==> config.mk <==
export PLATFORM = sky130hd
export DESIGN_NAME = video_field_capture_flat
export DESIGN_NICKNAME = d
export VERILOG_FILES = /design/src/rtl/video_field_capture_if.sv /design/src/rtl/video_field_capture.sv /design/src/flat_wrapper.sv
export SDC_FILE = /design/constraint.sdc
export NUM_CORES = 1
export LEC_CHECK = 0
export ABC_AREA = 1
export CAP_MARGIN = 20
export CORE_ASPECT_RATIO = 1.75
export CORE_MARGIN = 2
export CORE_UTILIZATION = 35
export CTS_BUF_LIST = sky130_fd_sc_hd__clkbuf_8
export DETAILED_ROUTE_END_ITERATION = 8
export MAX_ROUTING_LAYER = met4
export PLACE_DENSITY = 0.52
export SLEW_MARGIN = 20
export SYNTH_ARGS = -nofsm -noshare
export SYNTH_HDL_FRONTEND = slang
export SYNTH_SLANG_ARGS = --single-unit
==> constraint.sdc <==
create_clock -name clk -period 4.8 [get_ports clk]
set_clock_uncertainty 0.05 [all_clocks]
set_input_delay 0.96 -clock clk [delete_from_list [all_inputs] [get_ports clk]]
set_output_delay 0.96 -clock clk [all_outputs]
set_load 0.03 [all_outputs]
==> src/rtl/video_field_capture_if.sv <==
// rtl/video_field_capture_if.sv - video source and frame-buffer write bundle
// master drives the video window/pixel signals and observes writes; slave is the capture block.
interface video_field_capture_if;
   logic        video_frame_valid;
   logic        video_line_valid;
   logic        video_data_valid;
   logic [7:0]  video_data_in;
   logic [19:0] video_address;
   logic        wr_en;
   logic [18:0] wr_addr;
   logic [7:0]  wr_data;

   modport master (
      output video_frame_valid, video_line_valid, video_data_valid, video_data_in, video_address,
      input  wr_en, wr_addr, wr_data
   );

   modport slave (
      input  video_frame_valid, video_line_valid, video_data_valid, video_data_in, video_address,
      output wr_en, wr_addr, wr_data
   );
endinterface

==> src/rtl/video_field_capture.sv <==
// rtl/video_field_capture.sv - interlaced field capture into a progressive frame buffer
// Optional line/field length checking is compiled in with VFC_LEN_CHECK_EN.
module video_field_capture #(
   parameter int PIX_PER_LINE    = 702,
   parameter int LINES_PER_FIELD = 288
) (
   input  logic                  clk,
   input  logic                  rst_n,
   input  logic                  enable,
   video_field_capture_if.slave  vif,
   output logic                  field_done,
   output logic                  frame_done,
   output logic                  capturing,
   output logic [3:0]            err_flags
);

   typedef enum logic [2:0] {IDLE, WAIT_F0, F0, SKIP, WAIT_F1, F1} state_t;

   localparam logic [10:0] PPL_W = 11'(PIX_PER_LINE);
   localparam logic [9:0]  LPF_W = 10'(LINES_PER_FIELD);

   state_t state_q, state_d;

   logic fv_s1_q, fv_s1_d, fv_s2_q, fv_s2_d;
   logic lv_s1_q, lv_s1_d, lv_s2_q, lv_s2_d;
   logic dv_s1_q, dv_s1_d, dv_s2_q, dv_s2_d;
   logic [7:0]  data_s1_q, data_s1_d, data_s2_q, data_s2_d;
   logic [19:0] addr_s1_q, addr_s1_d, addr_s2_q, addr_s2_d;

   logic        p1_valid_q, p1_valid_d;
   logic        p2_valid_q, p2_valid_d;
   logic [18:0] p2_addr_q, p2_addr_d;
   logic [7:0]  p2_data_q, p2_data_d;
   logic        wr_en_q, wr_en_d;
   logic [18:0] wr_addr_q, wr_addr_d;
   logic [7:0]  wr_data_q, wr_data_d;

   logic field_p1_q, field_p1_d, field_p2_q, field_p2_d, field_done_q, field_done_d;
   logic frame_p1_q, frame_p1_d, frame_p2_q, frame_p2_d, frame_done_q, frame_done_d;

   logic seq_err_q, seq_err_d, addr_err_q, addr_err_d;

   logic fv_rise, fv_fall, lv_rise, lv_fall, pix_evt, pix_field, in_range, capt;

   assign fv_rise   = fv_s1_q & ~fv_s2_q;
   assign fv_fall   = ~fv_s1_q & fv_s2_q;
   assign lv_rise   = lv_s1_q & ~lv_s2_q;
   assign lv_fall   = ~lv_s1_q & lv_s2_q;
   // A pixel is a strobe rising edge inside both windows, judged on the stage-1 sample.
   assign pix_evt   = dv_s1_q & ~dv_s2_q & lv_s1_q & fv_s1_q;
   assign pix_field = addr_s1_q[10];
   assign in_range  = ({1'b0, addr_s1_q[9:0]} < PPL_W) && ({1'b0, addr_s1_q[19:11]} < LPF_W);
   assign capt      = (state_q == F0) || (state_q == F1);

`ifdef VFC_LEN_CHECK_EN
   logic [10:0] pix_cnt_q, pix_cnt_d;
   logic [9:0]  line_cnt_q, line_cnt_d, line_cnt_inc;
   logic        line_len_err_q, line_len_err_d, field_len_err_q, field_len_err_d;
`endif

   always_ff @(posedge clk) begin
      if (!rst_n) begin
         state_q <= IDLE;
      end else begin
         state_q <= state_d;
      end
   end

   always_comb begin
      state_d    = state_q;
      seq_err_d  = seq_err_q;
      addr_err_d = addr_err_q;
      p1_valid_d = 1'b0;
      field_p1_d = 1'b0;
      frame_p1_d = 1'b0;
`ifdef VFC_LEN_CHECK_EN
      line_len_err_d  = line_len_err_q;
      field_len_err_d = field_len_err_q;
`endif
      unique case (state_q)
         IDLE: begin
            if (enable) begin
               state_d    = WAIT_F0;
               seq_err_d  = 1'b0;
               addr_err_d = 1'b0;
`ifdef VFC_LEN_CHECK_EN
               line_len_err_d  = 1'b0;
               field_len_err_d = 1'b0;
`endif
            end
         end
         WAIT_F0: begin
            if (!enable) begin
               state_d = IDLE;
            end else if (fv_rise) begin
               state_d = F0;
            end
         end
         F0: begin
            if (fv_fall) begin
               field_p1_d = 1'b1;
               state_d    = WAIT_F1;
            end else if (pix_evt) begin
               if (pix_field) begin
                  state_d = SKIP;
               end else if (!in_range) begin
                  addr_err_d = 1'b1;
               end else begin
                  p1_valid_d = 1'b1;
               end
            end
         end
         SKIP: begin
            if (fv_fall) begin
               state_d = WAIT_F0;
            end
         end
         WAIT_F1: begin
            if (fv_rise) begin
               state_d = F1;
            end
         end
         F1: begin
            if (fv_fall) begin
               field_p1_d = 1'b1;
               frame_p1_d = 1'b1;
               state_d    = enable ? WAIT_F0 : IDLE;
            end else if (pix_evt) begin
               if (!pix_field) begin
                  seq_err_d = 1'b1;
                  state_d   = SKIP;
               end else if (!in_range) begin
                  addr_err_d = 1'b1;
               end else begin
                  p1_valid_d = 1'b1;
               end
            end
         end
         default: state_d = IDLE;
      endcase
`ifdef VFC_LEN_CHECK_EN
      if (capt) begin
         if (lv_fall && (pix_cnt_q != PPL_W)) begin
            line_len_err_d = 1'b1;
         end
         // line_cnt_inc folds in a line that ends in the same cycle as the field.
         if (fv_fall && (line_cnt_inc != LPF_W)) begin
            field_len_err_d = 1'b1;
         end
      end
`endif
   end

   always_comb begin
      fv_s1_d   = vif.video_frame_valid;
      fv_s2_d   = fv_s1_q;
      lv_s1_d   = vif.video_line_valid;
      lv_s2_d   = lv_s1_q;
      dv_s1_d   = vif.video_data_valid;
      dv_s2_d   = dv_s1_q;
      data_s1_d = vif.video_data_in;
      data_s2_d = data_s1_q;
      addr_s1_d = vif.video_address;
      addr_s2_d = addr_s1_q;

      // Stage 2 holds the stage-1 sample of the accepted pixel when p1_valid_q is set.
      p2_valid_d = p1_valid_q;
      p2_addr_d  = 19'({22'd0, addr_s2_q[19:10]} * 32'(PIX_PER_LINE) + {22'd0, addr_s2_q[9:0]});
      p2_data_d  = data_s2_q;
      wr_en_d    = p2_valid_q;
      wr_addr_d  = p2_valid_q ? p2_addr_q : wr_addr_q;
      wr_data_d  = p2_valid_q ? p2_data_q : wr_data_q;

      field_p2_d   = field_p1_q;
      field_done_d = field_p2_q;
      frame_p2_d   = frame_p1_q;
      frame_done_d = frame_p2_q;

`ifdef VFC_LEN_CHECK_EN
      pix_cnt_d = pix_cnt_q;
      if (lv_rise) begin
         pix_cnt_d = '0;
      end else if (capt && pix_evt && (pix_cnt_q != '1)) begin
         pix_cnt_d = pix_cnt_q + 11'd1;
      end
      line_cnt_inc = line_cnt_q;
      if (capt && lv_fall && (line_cnt_q != '1)) begin
         line_cnt_inc = line_cnt_q + 10'd1;
      end
      line_cnt_d = fv_rise ? '0 : line_cnt_inc;
`endif
   end

   always_ff @(posedge clk) begin
      if (!rst_n) begin
         // Frame history starts high so a field already running at release is ignored.
         fv_s1_q      <= 1'b1;
         fv_s2_q      <= 1'b1;
         lv_s1_q      <= 1'b0;
         lv_s2_q      <= 1'b0;
         dv_s1_q      <= 1'b0;
         dv_s2_q      <= 1'b0;
         data_s1_q    <= '0;
         data_s2_q    <= '0;
         addr_s1_q    <= '0;
         addr_s2_q    <= '0;
         p1_valid_q   <= 1'b0;
         p2_valid_q   <= 1'b0;
         p2_addr_q    <= '0;
         p2_data_q    <= '0;
         wr_en_q      <= 1'b0;
         wr_addr_q    <= '0;
         wr_data_q    <= '0;
         field_p1_q   <= 1'b0;
         field_p2_q   <= 1'b0;
         field_done_q <= 1'b0;
         frame_p1_q   <= 1'b0;
         frame_p2_q   <= 1'b0;
         frame_done_q <= 1'b0;
         seq_err_q    <= 1'b0;
         addr_err_q   <= 1'b0;
`ifdef VFC_LEN_CHECK_EN
         pix_cnt_q       <= '0;
         line_cnt_q      <= '0;
         line_len_err_q  <= 1'b0;
         field_len_err_q <= 1'b0;
`endif
      end else begin
         fv_s1_q      <= fv_s1_d;
         fv_s2_q      <= fv_s2_d;
         lv_s1_q      <= lv_s1_d;
         lv_s2_q      <= lv_s2_d;
         dv_s1_q      <= dv_s1_d;
         dv_s2_q      <= dv_s2_d;
         data_s1_q    <= data_s1_d;
         data_s2_q    <= data_s2_d;
         addr_s1_q    <= addr_s1_d;
         addr_s2_q    <= addr_s2_d;
         p1_valid_q   <= p1_valid_d;
         p2_valid_q   <= p2_valid_d;
         p2_addr_q    <= p2_addr_d;
         p2_data_q    <= p2_data_d;
         wr_en_q      <= wr_en_d;
         wr_addr_q    <= wr_addr_d;
         wr_data_q    <= wr_data_d;
         field_p1_q   <= field_p1_d;
         field_p2_q   <= field_p2_d;
         field_done_q <= field_done_d;
         frame_p1_q   <= frame_p1_d;
         frame_p2_q   <= frame_p2_d;
         frame_done_q <= frame_done_d;
         seq_err_q    <= seq_err_d;
         addr_err_q   <= addr_err_d;
`ifdef VFC_LEN_CHECK_EN
         pix_cnt_q       <= pix_cnt_d;
         line_cnt_q      <= line_cnt_d;
         line_len_err_q  <= line_len_err_d;
         field_len_err_q <= field_len_err_d;
`endif
      end
   end

   assign vif.wr_en   = wr_en_q;
   assign vif.wr_addr = wr_addr_q;
   assign vif.wr_data = wr_data_q;
   assign field_done  = field_done_q;
   assign frame_done  = frame_done_q;
   assign capturing   = capt;
`ifdef VFC_LEN_CHECK_EN
   assign err_flags = {seq_err_q, addr_err_q, field_len_err_q, line_len_err_q};
`else
   assign err_flags = {seq_err_q, addr_err_q, 2'b00};
`endif

endmodule

==> src/flat_wrapper.sv <==
// flat-port wrapper written by rule: the top's interface ports become plain ports
module video_field_capture_flat 
#(
   parameter int PIX_PER_LINE    = 702,
   parameter int LINES_PER_FIELD = 288
)
  (clk, rst_n, enable, field_done, frame_done, capturing, err_flags, vif_video_frame_valid, vif_video_line_valid, vif_video_data_valid, vif_video_data_in, vif_video_address, vif_wr_en, vif_wr_addr, vif_wr_data);
  video_field_capture_if vif_i ();
  input  logic clk;
  input  logic rst_n;
  input  logic enable;
  output logic field_done;
  output logic frame_done;
  output logic capturing;
  output logic [3:0] err_flags;
  input wire logic [$bits(vif_i.video_frame_valid)-1:0] vif_video_frame_valid;
  input wire logic [$bits(vif_i.video_line_valid)-1:0] vif_video_line_valid;
  input wire logic [$bits(vif_i.video_data_valid)-1:0] vif_video_data_valid;
  input wire logic [$bits(vif_i.video_data_in)-1:0] vif_video_data_in;
  input wire logic [$bits(vif_i.video_address)-1:0] vif_video_address;
  output wire logic [$bits(vif_i.wr_en)-1:0] vif_wr_en;
  output wire logic [$bits(vif_i.wr_addr)-1:0] vif_wr_addr;
  output wire logic [$bits(vif_i.wr_data)-1:0] vif_wr_data;
  assign vif_i.video_frame_valid = vif_video_frame_valid;
  assign vif_i.video_line_valid = vif_video_line_valid;
  assign vif_i.video_data_valid = vif_video_data_valid;
  assign vif_i.video_data_in = vif_video_data_in;
  assign vif_i.video_address = vif_video_address;
  assign vif_wr_en = vif_i.wr_en;
  assign vif_wr_addr = vif_i.wr_addr;
  assign vif_wr_data = vif_i.wr_data;
  video_field_capture #(.PIX_PER_LINE(PIX_PER_LINE), .LINES_PER_FIELD(LINES_PER_FIELD)) u_core (.clk(clk), .rst_n(rst_n), .enable(enable), .vif(vif_i), .field_done(field_done), .frame_done(frame_done), .capturing(capturing), .err_flags(err_flags));
endmodule
==> key figures, run 1 <==
Clocking
  – H-tree depth: 4
  – Root buffer cell: clkbuf_8
  – Clock Sinks: 129
  – CTS tree: yes
  – Clk Latency, worst-skew pair: 0.43 ns
  – Clk buf depth: 2
  – CTS Buf Count: 17
  – Post-CTS Hold Buffers: 0
  – Clock slew seen by the registers of the worst setup and hold paths: 0.08 ns

STA
  – Worst-margin pin slew: 0.7203 ns
  – Final WS setup: 0.2336 ns
  – Final Hold Vio Count: 0
  – Period utilization: 0.9513
  – Final setup vio count: 0
  – Setup TNS Final: 0 ns
  – Max-slew violations: 0
  – Peak Freq: 219.0 MHz
  – Final min period: 4.566 ns
  – Slew headroom: 0.5168
  – RSZ-0062 raised after global routing: yes

Die
  – Die area: 0.02160 mm²
  – Core Area: 0.02020 mm²
  – Die Y-Extent: 192.9 µm
  – I/O pin total: 69
  – Initial Utilization: 0.3534
  – Die W: 112.0 µm
  – Row count: 69

Synthesis
  – Yosys cell types: 39
  – Yosys warnings: 0
  – Yosys top cell by area: dfxtp_1
  – Cell Area, Synth: 0.007139 mm²
  – Synth top area share: 0.3617
  – Main flop type after synthesis: dfxtp_1
  – FF+latch count, synth: 129
  – Post-Synthesis Cells: 921
  – Ranking of synthesized cells by area: dfxtp_1 (36%), inv_1 (11%), fa_1 (11%)
  – Sequential element share of the synthesized area: 0.3617
  – Syn_area_per_cell: 7.752 µm²
  – Number of synthesized flops with an enable pin: 0
  – FFs w/ async S/R, synth: 0

Detailed routing
  – Count of TritonRoute iterations in the first routing pass: 4
  – Post-route DRC violation count: 0
  – Final WL: between 15,000 and 20,000 µm
  – Post-DR wirelength/cell: 12.36 µm
  – Vias per cell: 4.458
  – 1st-iter DRT viols: 126
  – Via count: about 5.6k
  – ANT nets after route: 0

Layout
  – ANT cells: 0
  – Final Util: 0.4221
  – Most common cell after layout, fill and taps aside: inv_1
  – Post-Layout Cell Count: between 1k and 1.5k
  – Layout cells sized above 1: 0.1069
  – Commonest cells after routing, fill and taps aside: inv_1 (211), nand2_1 (182), dfxtp_1 (123)
  – Nets: 1,129
  – Area Overhead vs Synth: 19.44%

Pwr
  – Leakage: 4.751 nW
  – Pwr/cell area: 343.2 mW/mm²
  – Highest ir drop seen on vdd: 0.2543 mV

GRT
  – Vias in the first global route: 5,832
  – Largest net degree at the start of global routing: 76
  – First-pass GRT wire length: 26,500 µm
  – Initial antenna violation count: 0
  – Grt ovf: 0
  – Tot GR Track Use: 0.1598

Place
  – Number of I/O port buffers: 66
  – Hpwl dp: 12,630 µm
  – Cell total after placement: 1,224
  – Pre-CTS setup slack: ~0.027 ns
  – Placer Congestion: 0.8669

Hold path
  – Worst hold path class: flop to flop

Setup path
  – CP Launch Type: flop
  – Worst path arrival time: 4.89 ns
  – Max FO, Critical Path: 6
  – Crit. End Element: flop
  – Setup CP Type: flop to flop
  – CP required: about 5.1 ns

Status
  – Status: complete, no violations

Run
  – Max_cap viols: 0
==> worst max-delay path, cell delays in order (launching register included) <==
cell     delay (ns)
dfxtp_4        0.37
fa_1           0.54
inv_1          0.05
fa_1           0.51
fa_1           0.44
fa_1           0.55
inv_1          0.04
ha_1           0.31
nand2_1        0.11
nand3_2        0.12
xor2_1         0.16
ha_1           0.31
nand2_1        0.07
nor2_1         0.13
nand3_1        0.10
nand3_2        0.12
nand3_4        0.11
nor2_8         0.13
nand3_2        0.08
nand2_1        0.06
inv_1          0.04
nor2_1         0.08
==> state kept, by name, summed over array words and instances, names as in the netlist, 3 cells and up <==
| signal | flops |
|---|---|
| u_core.addr_s1_q | 20 |
| u_core.addr_s2_q | 20 |
| u_core.p2_addr_q | 19 |
| u_core.vif.wr_addr | 19 |
| u_core.data_s1_q | 8 |
| u_core.data_s2_q | 8 |
| u_core.p2_data_q | 8 |
| u_core.vif.wr_data | 8 |
| u_core.state_q | 3 |
==> layout make-up <==
cell class                 count  area, µm²
inverter                     224      840.8
sequential                   129       2595
timing repair buffer          79      755.7
multi-input combinational    546       3633
tap                          248      310.3
clock inverter                15      157.7
clock buffer                  17      234.0
fill                        2160      11670
==> per-layer routing <==
metal / track usage / wire length, µm
met3: 0.02720 / 407
met1: 0.1403 / 5536
met4: 0.09287 / 660
met5: - / 0
met2: 0.3149 / 8949
==> cell families after synthesis <==
kind of cell | share of synthesized area
buf+inv | 0.1330
other cells | 0.0005253
compound gates | 0.06484
xor+xnor | 0.008588
flops | 0.3617
simple gates | 0.2196
fa+ha+maj | 0.2117
==> through the flow <==
stage	total power, W	hold WS, ns	instance area (µm²)
floorplan	0.001820	0.3405	7143
global placement	0.002042	0.3415	8085
detailed placement	0.002044	0.3490	8085
CTS	0.002966	0.3646	8477
global route	0.003140	0.3766	8527
finish	0.002927	0.3623	8527
==> synth_stat cells (8+ instances only) <==
cell type  count
dfxtp_1      129
inv_1        211
nand4_1        8
ha_1          60
nand3_1       25
fa_1          38
nand2_2       18
nand2_1      182
inv_2         10
o21ai_0       41
nor2_1        90
a21oi_1       31
nand3_2        8
clkbuf_1      18
==> path summary, 6_finish.rpt <==
path                             start                   end  slack [ns]  cells after the start
hold reg to reg    u_core.data_s2_q[4]   u_core.p2_data_q[4]        0.36                      2
setup / recovery  u_core.addr_s2_q[15]  u_core.p2_addr_q[18]        0.23                     21
hold / removal     u_core.data_s2_q[4]   u_core.p2_data_q[4]        0.36                      2
setup reg to reg  u_core.addr_s2_q[15]  u_core.p2_addr_q[18]        0.23                     21
==> report_power, final <==
group          internal [W]  switching (W)  total [W]
combinational      0.000328       0.000520   0.000848
clock              0.000465       0.000436   0.000901
sequential          0.00114      0.0000363    0.00118
total               0.00193       0.000993    0.00293
==> timing repair <==
item / in CTS / in global routing
endpoints found under the setup margin: 0 / 9
setup buffers: 0 / 2
resized for setup: 0 / 12
No activity file was read; power rests on OpenSTA's default activity.
==> run 2: changes to the inputs <==
- TNS_END_PERCENT: unset -> 30
==> results of run 2 <==
The final DEF is identical to that of run 1; final timing and power are the same.
==> variant, RTL diff (settings of run 1) <==
The 6 states of `state_t` get a one-hot encoding in 6 bits.
--- a/src/rtl/video_field_capture.sv
+++ b/src/rtl/video_field_capture.sv
@@ -15,5 +15,5 @@
 );
 
-   typedef enum logic [2:0] {IDLE, WAIT_F0, F0, SKIP, WAIT_F1, F1} state_t;
+   typedef enum logic [5:0] {IDLE = 6'b000001, WAIT_F0 = 6'b000010, F0 = 6'b000100, SKIP = 6'b001000, WAIT_F1 = 6'b010000, F1 = 6'b100000} state_t;
 
    localparam logic [10:0] PPL_W = 11'(PIX_PER_LINE);
Function: no difference found for any inputs over 10 cycles, from zero or initial values and one cycle with rst_n low; not proved beyond that.
==> variant against run 1 <==
  * Sequential cell count grew 3
  * Sequential share of layout area grew 0.67 points
  * Total power shrank 2.8%
  * Cell area is essentially flat
  * Routed wire length grew 0.12%
  * Via count shrank 2.4%
  * Combinational power shrank 15%
  * Area after synthesis grew 0.11%
  * Worst setup slack gained 0.063 ns
  * Count of clock-buffer cells in the layout grew 3
  * Critical endpoint is now u_core.p2_addr_q[12]
  * Highest routed layer unchanged
==> variant: results (changes against run 1) <==
Detailed routing
  – Initial DRT Pass Iterations: 5 (+1)
  – Final wirelength: 15600 um (+0.12%)
  – Vias: 5476 (-2.4%)
  – Routed length per instance: 12.5 um (+1.5%)
  – Initial DRC count: 203 (+61%)

Global routing
  – Global Route Usage Sum: 15.8% (-0.17 points)
  – Largest net degree at the start of global routing: 71 (-6.6%)
  – First-pass GRT wire length: 26200 um (-1.0%)
  – Vias in the first global route: 5645 (-3.2%)

Synthesis
  – Yosys warning total: 0 (unchanged)
  – Main synth FF type: dfxtp_1
  – Synth cell count leaders: inv_1 (211), nand2_1 (174), dfxtp_1 (132)
  – Syn_area_per_cell: 7.89 um2 (+1.8%)
  – Synth cell types: 42 (+7.7%)
  – Dominant cells by area after synthesis: dfxtp_1 (37%), inv_1 (11%), fa_1 (11%)
  – Post-synthesis sequential area ratio: 37.0% (+0.80 points)

Placed design
  – DPL Wire Length: 12200 um (-3.5%)
  – Final Wtd Congestion: 0.903 (+4.2%)
  – Pre-CTS setup slack: 0.0982 ns (+0.0715 ns)
  – Dpl cells: 1209 (-1.2%)

Finish
  – Layout cells sized above 1: 9.37% (-1.3 points)
  – Nets@finish: 1113 (-1.4%)

Outcome
  – Status: complete, no violations

Power
  – Worst vdd ir: 0.204 mV (-20%)
  – Leak pwr: 4.65 nW (-2.2%)

Setup path
  – Critical-path cell with the highest stage delay: fa_1
  – CP Max Fanout: 5 (-1)
  – Crit path DAT: 4.81 ns (-0.08 ns)

STA
  – Worst-margin pin slew: 0.797 ns (+0.0768 ns)
==> variant: cell families (layout without fill, tap and decap cells) <==
| kind of cell | after synthesis | in the layout | synth area share [%] |
|---|---|---|---|
| AO/OA/AOI/OAI | 89 | 89 | 6.67 |
| XOR/XNOR | 7 | 7 | 0.858 |
| adder cells (fa/ha/maj) | 98 | 98 | 21.1 |
| buffers and inverters | 237 | 323 | 12.9 |
| flip-flops | 132 | 132 | 37.0 |
| other | 1 | 2 | 0.0525 |
| AND/OR/NAND/NOR | 342 | 342 | 21.4 |
==> variant: timing repair <==
| item | CTS | global route |
|---|---|---|
| buffers inserted | 0 | 1 |
| endpoints found under the setup margin | 0 | 9 |
| gates resized for setup | 0 | 16 |
==> variant: cell type report <==
| type | count | area (um2) |
|---|---|---|
| repair buffers | 78 | 748 |
| inverters | 214 | 803 |
| clock inverters | 11 | 126 |
| flip-flops and latches | 132 | 2650 |
| well taps | 248 | 310 |
| clock buffers | 20 | 275 |
| fillers | 2164 | 11700 |
| multi-input cells | 538 | 3620 |
==> variant: where the power goes <==
part / internal (mW) / switching [mW]
Sequential: 1.16 / 0.0319
Clock: 0.502 / 0.433
Combinational: 0.278 / 0.441
==> variant: metal layers <==
metal	GRT usage [%]	share of wire, %
met1	15.0	39
met2	31.3	57
met3	3.03	2.2
met4	5.72	2.2
met5	-	0
==> variant: path summary, 6_finish.rpt <==
kind	from	endpoint	slack (ns)	cells after the start
min	u_core.data_s2_q[4]	u_core.p2_data_q[4]	0.36	2
max reg2reg	u_core.addr_s2_q[15]	u_core.p2_addr_q[12]	0.30	17
max	u_core.addr_s2_q[15]	u_core.p2_addr_q[12]	0.30	17
min reg2reg	u_core.data_s2_q[4]	u_core.p2_data_q[4]	0.36	2
==> variant: worst register-to-register path, delay by kind of cell (launching register included) <==
kind / cells / cell delay [ns]
flip-flops: 1 / 0.35
adder cells (fa/ha/maj): 6 / 2.67
XOR/XNOR: 1 / 0.17
AND/OR/NAND/NOR: 4 / 0.45
buffers and inverters: 3 / 0.27
AO/OA/AOI/OAI: 3 / 0.47
==> variant: through the flow <==
stage	hold slack, ns	area (um2)	power (mW)	util [%]
floorplan	0.340	7150	1.74	-
global placement	0.344	8090	1.94	40.0
detailed placement	0.346	8090	1.94	40.0
CTS	0.363	8490	2.88	42.0
global route	0.372	8530	3.05	42.2
finish	0.358	8530	2.85	42.2
